<file path="config.mk">
export PLATFORM = sky130hd
export DESIGN_NAME = io_reg_arbiter
export DESIGN_NICKNAME = d
export VERILOG_FILES = /design/src/rtl/io_reg_arbiter.sv
export SDC_FILE = /design/constraint.sdc
export NUM_CORES = 1
export LEC_CHECK = 0
export BUFFER_PORTS_ARGS = -buffer_cell sky130_fd_sc_hd__buf_2
export CAP_MARGIN = 10
export CORE_ASPECT_RATIO = 0.6
export CORE_UTILIZATION = 30
export DETAILED_ROUTE_END_ITERATION = 6
export SETUP_SLACK_MARGIN = 0.5
export SLEW_MARGIN = 20
export SYNTH_ARGS = -nofsm -noshare
export SYNTH_HDL_FRONTEND = slang
export SYNTH_SLANG_ARGS = --single-unit
</file>
<file path="constraint.sdc">
create_clock -name clk -period 2.6 [get_ports clk]
set_input_delay 0.52 -clock clk [delete_from_list [all_inputs] [get_ports clk]]
set_output_delay 0.52 -clock clk [all_outputs]
set_load 0.02 [all_outputs]
</file>
<file path="src/rtl/io_reg_arbiter.sv">
// Round-robin arbiter giving two requesters (HPS bus side, game logic) serialized
// access to a small register bank through a fixed IDLE -> ACCESS -> DONE sequence.
module io_reg_arbiter #(
  parameter int DATA_WIDTH = 32
) (
  input  logic                  clk,
  input  logic                  reset,
  input  logic                  req_a,
  input  logic                  wr_a,
  input  logic [1:0]            addr_a,
  input  logic [DATA_WIDTH-1:0] wdata_a,
  output logic                  ack_a,
  input  logic                  req_b,
  input  logic                  wr_b,
  input  logic [1:0]            addr_b,
  input  logic [DATA_WIDTH-1:0] wdata_b,
  output logic                  ack_b,
  output logic [DATA_WIDTH-1:0] rdata,
  output logic [1:0]            read_addr,
  input  logic [DATA_WIDTH-1:0] read_data,
  output logic [2:0]            wr_en,
  output logic [DATA_WIDTH-1:0] wr_data,
  output logic                  busy
);

  typedef enum logic [1:0] {
    IDLE   = 2'd0,
    ACCESS = 2'd1,
    DONE   = 2'd2
  } state_t;

  state_t                  state_q, state_d;
  logic                    last_b_q, last_b_d;
  logic                    sel_b_q, sel_b_d;
  logic                    lat_wr_q, lat_wr_d;
  logic                    ack_a_q, ack_a_d;
  logic                    ack_b_q, ack_b_d;
  logic                    busy_q, busy_d;
  logic [2:0]              wr_en_q, wr_en_d;
  logic [1:0]              read_addr_q, read_addr_d;
  logic [DATA_WIDTH-1:0]   wr_data_q, wr_data_d;
  logic [DATA_WIDTH-1:0]   rdata_q, rdata_d;

  logic                    grant_b;
  logic                    win_wr;
  logic [1:0]              win_addr;
  logic [DATA_WIDTH-1:0]   win_wdata;

  function automatic logic [2:0] wr_strobe(input logic [1:0] addr);
    case (addr)
      2'd0:    wr_strobe = 3'b001;
      2'd1:    wr_strobe = 3'b010;
      2'd2:    wr_strobe = 3'b100;
      default: wr_strobe = 3'b000;
    endcase
  endfunction

  // On a tie A wins only when B holds the last grant; a lone requester always wins.
  assign grant_b   = req_b & (~req_a | ~last_b_q);
  assign win_wr    = grant_b ? wr_b    : wr_a;
  assign win_addr  = grant_b ? addr_b  : addr_a;
  assign win_wdata = grant_b ? wdata_b : wdata_a;

  always_comb begin
    state_d     = state_q;
    last_b_d    = last_b_q;
    sel_b_d     = sel_b_q;
    lat_wr_d    = lat_wr_q;
    read_addr_d = read_addr_q;
    wr_data_d   = wr_data_q;
    rdata_d     = rdata_q;
    wr_en_d     = 3'b000;
    ack_a_d     = 1'b0;
    ack_b_d     = 1'b0;

    case (state_q)
      IDLE: begin
        if (req_a || req_b) begin
          state_d     = ACCESS;
          last_b_d    = grant_b;
          sel_b_d     = grant_b;
          lat_wr_d    = win_wr;
          read_addr_d = win_addr;
          if (win_wr) begin
            wr_data_d = win_wdata;
            wr_en_d   = wr_strobe(win_addr);
          end else begin
            wr_data_d = wr_data_q;
          end
        end else begin
          state_d = IDLE;
        end
      end
      ACCESS: begin
        state_d = DONE;
        ack_a_d = ~sel_b_q;
        ack_b_d = sel_b_q;
        // The unmapped address reads as zero regardless of what the mux returns.
        if (!lat_wr_q) begin
          rdata_d = (read_addr_q == 2'd3) ? {DATA_WIDTH{1'b0}} : read_data;
        end else begin
          rdata_d = rdata_q;
        end
      end
      DONE: begin
        state_d = IDLE;
      end
      default: begin
        state_d = IDLE;
      end
    endcase

    busy_d = (state_d != IDLE);
  end

  always_ff @(posedge clk) begin
    if (reset) begin
      state_q     <= IDLE;
      last_b_q    <= 1'b1;
      sel_b_q     <= 1'b0;
      lat_wr_q    <= 1'b0;
      ack_a_q     <= 1'b0;
      ack_b_q     <= 1'b0;
      busy_q      <= 1'b0;
      wr_en_q     <= 3'b000;
      read_addr_q <= 2'd0;
      wr_data_q   <= {DATA_WIDTH{1'b0}};
      rdata_q     <= {DATA_WIDTH{1'b0}};
    end else begin
      state_q     <= state_d;
      last_b_q    <= last_b_d;
      sel_b_q     <= sel_b_d;
      lat_wr_q    <= lat_wr_d;
      ack_a_q     <= ack_a_d;
      ack_b_q     <= ack_b_d;
      busy_q      <= busy_d;
      wr_en_q     <= wr_en_d;
      read_addr_q <= read_addr_d;
      wr_data_q   <= wr_data_d;
      rdata_q     <= rdata_d;
    end
  end

  assign ack_a     = ack_a_q;
  assign ack_b     = ack_b_q;
  assign busy      = busy_q;
  assign wr_en     = wr_en_q;
  assign read_addr = read_addr_q;
  assign wr_data   = wr_data_q;
  assign rdata     = rdata_q;

endmodule

</file>
# After elaboration in Yosys (flattened, before gate mapping)
# Index checks and enable logic that the tools add are counted.
# Widths: inputs -> output; s select.
# word_totals
reg_bits,77
input_bits,106
out_inout_bits,72
elab_cells,41
# op_classes
eq_ne,4
n_mux,7
n_bitwise,10
n_reduce_logical,9
# op_table
op,count
$mux 32,2
$pmux 3 s3,1
$not 1->1,8
$eq 2x1->1 const B,2
$eq 2x2->1 const B,2
$logic_not 2->1,2
$pmux 2 s2,1
$reduce_and 2->1,2
$reduce_or 4->1,1
$reduce_and 3->1,1
$mux 1,2
$mux 2,1
$reduce_bool 2->1,1
$reduce_or 2->1,1
$and 1x1->1,1
$logic_or 1x1->1,1
$or 1x1->1,1

# Longest topological paths before layout
# logic_depth
word_depth,6
depth_mapped,7
mapped_depth_nobuf,4

# Least setup slack after synthesis
# OpenSTA, ideal clock, no wires.
# synth_path
path_type,input -> register
startpoint,input port req_b
endpoint,register lat_wr_q
arrival_time_ps,1542
required_time_ps,2472
setup_slack_ps,930
stages,7
n_path_buf,3
path_cell_list,a21boi_2 -> buf_6 -> mux2_4 -> buf_6 -> buf_6 -> a21oi_1 -> nor2_1
# synth_between
elab_chain_cells,2
elab_cells_between_ends,4
classes_between,mux: 1; bitwise: 1; reduce/logical: 2
# synth_rtl
element,line_no,rtl
start: declaration,13,"input logic req_b,"
$and 1x1->1 or $logic_or 1x1->1 (tied branches),"59, 78",
$mux 1 or $reduce_and 2->1 (tied branches),n/a,
end signal: assignment,133,lat_wr_q <= lat_wr_d;
end: declaration,35,"logic lat_wr_q, lat_wr_d;"
# Several ways; a longest one is shown, not always the timed one.
# A chain may end at the register's enable or synchronous reset.

# Worst setup path after layout
# layout_path
startpoint,input port req_a
endpoint,register wr_data_q[13] (netlist: wr_data[13])
# layout_between
elab_chain_cells,5
elab_cells_between_ends,7
classes_between,mux: 2; bitwise: 3; reduce/logical: 2
# layout_rtl
element,line_no,rtl
start: declaration,8,"input logic req_a,"
$not 1->1,59,assign grant_b = req_b & (~req_a | ~last_b_q);
$or 1x1->1,59,
$and 1x1->1,59,
$mux 1,60,assign win_wr = grant_b ? wr_b : wr_a;
$reduce_and 3->1 (no source line),n/a,
end signal: assignment,127,wr_data_q <= {DATA_WIDTH{1'b0}};
end signal: assignment,139,wr_data_q <= wr_data_d;
end: declaration,41,"logic [DATA_WIDTH-1:0] wr_data_q, wr_data_d;"
# Several ways; a longest one is shown, not always the timed one.

==> flow_summary.json <==
{
  "outcome": "complete, no violations",
  "cp_max_fo": 38,
  "drtPass1Iterations": 4,
  "vias": 2933,
  "utilization": 0.4427,
  "area_growth_pct": 41.77,
  "place.port_buffers": 177,
  "finish.instance_area_mm2": 0.004420,
  "ys_ff_latch": 77,
  "worstPathRequired_ns": 2.83,
  "cts.sinks": 77,
  "path_clk_slew_ns": 0.06,
  "finalHoldViolations": 0,
  "gp_congestion": 0.7247,
  "ir_worst_vdd_v": 0.0002719,
  "htreeDepth": 3,
  "rows": 28,
  "fin_crit_sh": 0.6743,
  "p_leak_nw": 2.022,
  "die_width_um": 133.6,
  "remaining_drc_errors": 0,
  "antenna_cells": 0,
  "nFillCells": 1004,
  "hpwl_mm": 5.852,
  "holdCritPathClass": "primary input to flip-flop",
  "maxSlewHeadroom": 0.5771,
  "drt_iter0_drc": 87,
  "netlist_area_mm2": 0.003118,
  "synth_nets": 439,
  "gr-usage-all-layers": 0.1504,
  "grt_antenna_before_repair": 0,
  "cts_max_path_buffers": 2,
  "cts_made_buffers": 9,
  "fp.dieH_um": 80.97,
  "postCtsSetupBuffers": 0,
  "maxCapViolCount": 0,
  "drv_slew": 0,
  "ctsHoldBuffers": 0,
  "cts_resized": 0,
  "antenna_left": 0,
  "final.min_clock_period_ns": 1.753,
  "seq_area_mm2": 0.001541,
  "synth_top_area_share": 0.4944,
  "synth.area.top_cells": "dfxtp_1, mux2i_1, a211oi_2",
  "routedWlPerCell_um": 12.65,
  "design.core.area_mm2": 0.009985,
  "fin_skew_ns": 0.004622,
  "ys_seq_area_frac": 0.4944,
  "avgSynthCellArea_um2": 9.363,
  "nets": 605,
  "setup_violations": 0,
  "drive_gt1_frac": 0.4385,
  "critical_path_class": "primary input to flip-flop",
  "multi_input_area_mm2": 0.001435,
  "grt_max_degree": 39,
  "power.density_mw_per_mm2": 730.8,
  "drt-vias-per-instance": 4.590,
  "drt-total-wl_mm": 8.086,
  "clk_latency_ns": 0.33,
  "cts_tree": "yes",
  "cts.root.buffer_cell": "clkbuf_16",
  "worst_setup_path_end_kind": "flip-flop",
  "yosys.area.top_type": "dfxtp_1",
  "grt_pass1_wl_mm": 12.70,
  "tightest_slew_ns": 0.6344,
  "p_total_w": 0.003230,
  "ys_types": 26,
  "fmax_mhz": 570.4,
  "grt_pass1_vias": 2690,
  "io_pins": 178,
  "start_util": 0.3123,
  "rsz0062_at_grt": "no",
  "die-area_mm2": 0.01082,
  "yosysWarnings": 0,
  "fin_setup_tns_ns": 0,
  "place_area_mm2": 0.004109,
  "grt_remaining_overflow": 0,
  "synthCells": 333,
  "critPathArrivalTime_ns": 1.98,
  "critPathLaunchType": "primary input"
}
## registers in the layout, indices dropped and copies added, names as in the netlist
name,cells
ack_b,1
wr_en,3
wr_data,32
sel_b_q,1
last_b_q,1
state_q,2
rdata,32
busy,1
ack_a,1
lat_wr_q,1
read_addr,2
## cell type report
type / instances / area share
tap: 135 / 0.03821
clock inverter: 5 / 0.01330
clock buffer: 11 / 0.05718
timing repair buffer: 184 / 0.2179
sequential: 77 / 0.3487
multi-input combinational: 227 / 0.3247
## where the power goes
part	switching [W]	leakage, nW	total [W]	internal, W
Clock	0.000479	0.148	0.00127	0.000795
Sequential	0.0000507	0.631	0.00133	0.00128
Combinational	0.000377	1.24	0.000627	0.000250
Total	0.000907	2.02	0.00323	0.00232
## path summary, 6_finish.rpt
kind / cells after the start / startpoint / slack [ns] / endpoint
max reg2reg: 5 / state_q[0] / 0.86 / wr_data[13]
min reg2reg: 2 / rdata[18] / 0.45 / rdata[18]
max: 6 / req_a / 0.85 / wr_data[13]
min: 3 / read_data[5] / 0.44 / rdata[5]
## critical path: stages
cell and delay [ns]:
buf_2 0.14, nor4bb_1 0.28, mux2_4 0.47, buf_12 0.25, nor2_1 0.06, a211oi_1 0.24
## logic make-up (layout without fill, tap and decap cells)
kind of cell,Yosys count,in the layout,share of synthesized area
AO/OA/AOI/OAI,73,73,0.1766
buffers and inverters,29,200,0.04855
flip-flops,77,77,0.4944
multiplexers,35,35,0.1140
AND/OR/NAND/NOR,119,119,0.1665
## layout by cell type (no fill, tap or decap), types with 2 or more instances in the layout
master	synthesis	final
clkbuf_8	0	2
nor2_1	43	42
nand3b_1	2	2
buf_4	0	5
mux2i_1	34	34
a211oi_1	17	17
buf_12	0	2
nand2_1	35	35
a211oi_2	17	17
dfxtp_1	77	77
nand3_1	32	32
a21oi_1	34	34
buf_2	7	177
clkbuf_16	0	9
clkinvlp_4	0	2
## metrics by stage
stage	hold WS, ns	setup WS [ns]	cells
floorplan	0.4172	0.9300	333
global placement	0.4351	0.6290	623
detailed placement	0.4407	0.5106	623
CTS	0.4226	0.8587	639
global route	0.4430	0.7155	639
finish	0.4444	0.8467	639
## layer usage
| metal | up-vias | wire [um] | track usage |
|---|---|---|---|
| li1 | 1504 | - | - |
| met1 | 1337 | 3951 | 0.1860 |
| met3 | 4 | 466 | 0.05119 |
| met2 | 88 | 3618 | 0.2438 |
| met4 | 0 | 49 | 0.05795 |
| met5 | - | 0 | 0 |
## Yosys cell counts
master,count
a211o_1,1
a211oi_1,17
a211oi_2,17
a21boi_2,1
a21oi_1,34
a22oi_1,1
and2_1,1
and4b_1,1
buf_2,7
buf_6,4
clkbuf_1,17
clkbuf_4,1
dfxtp_1,77
mux2_4,1
mux2i_1,34
nand2_1,35
nand2b_1,1
nand3_1,32
nand3b_1,2
nor2_1,43
nor3_1,1
nor3b_1,1
nor4bb_1,1
o21a_1,1
o21ai_0,1
or2_2,1
Note: power is estimated with default switching activity, not from simulation.
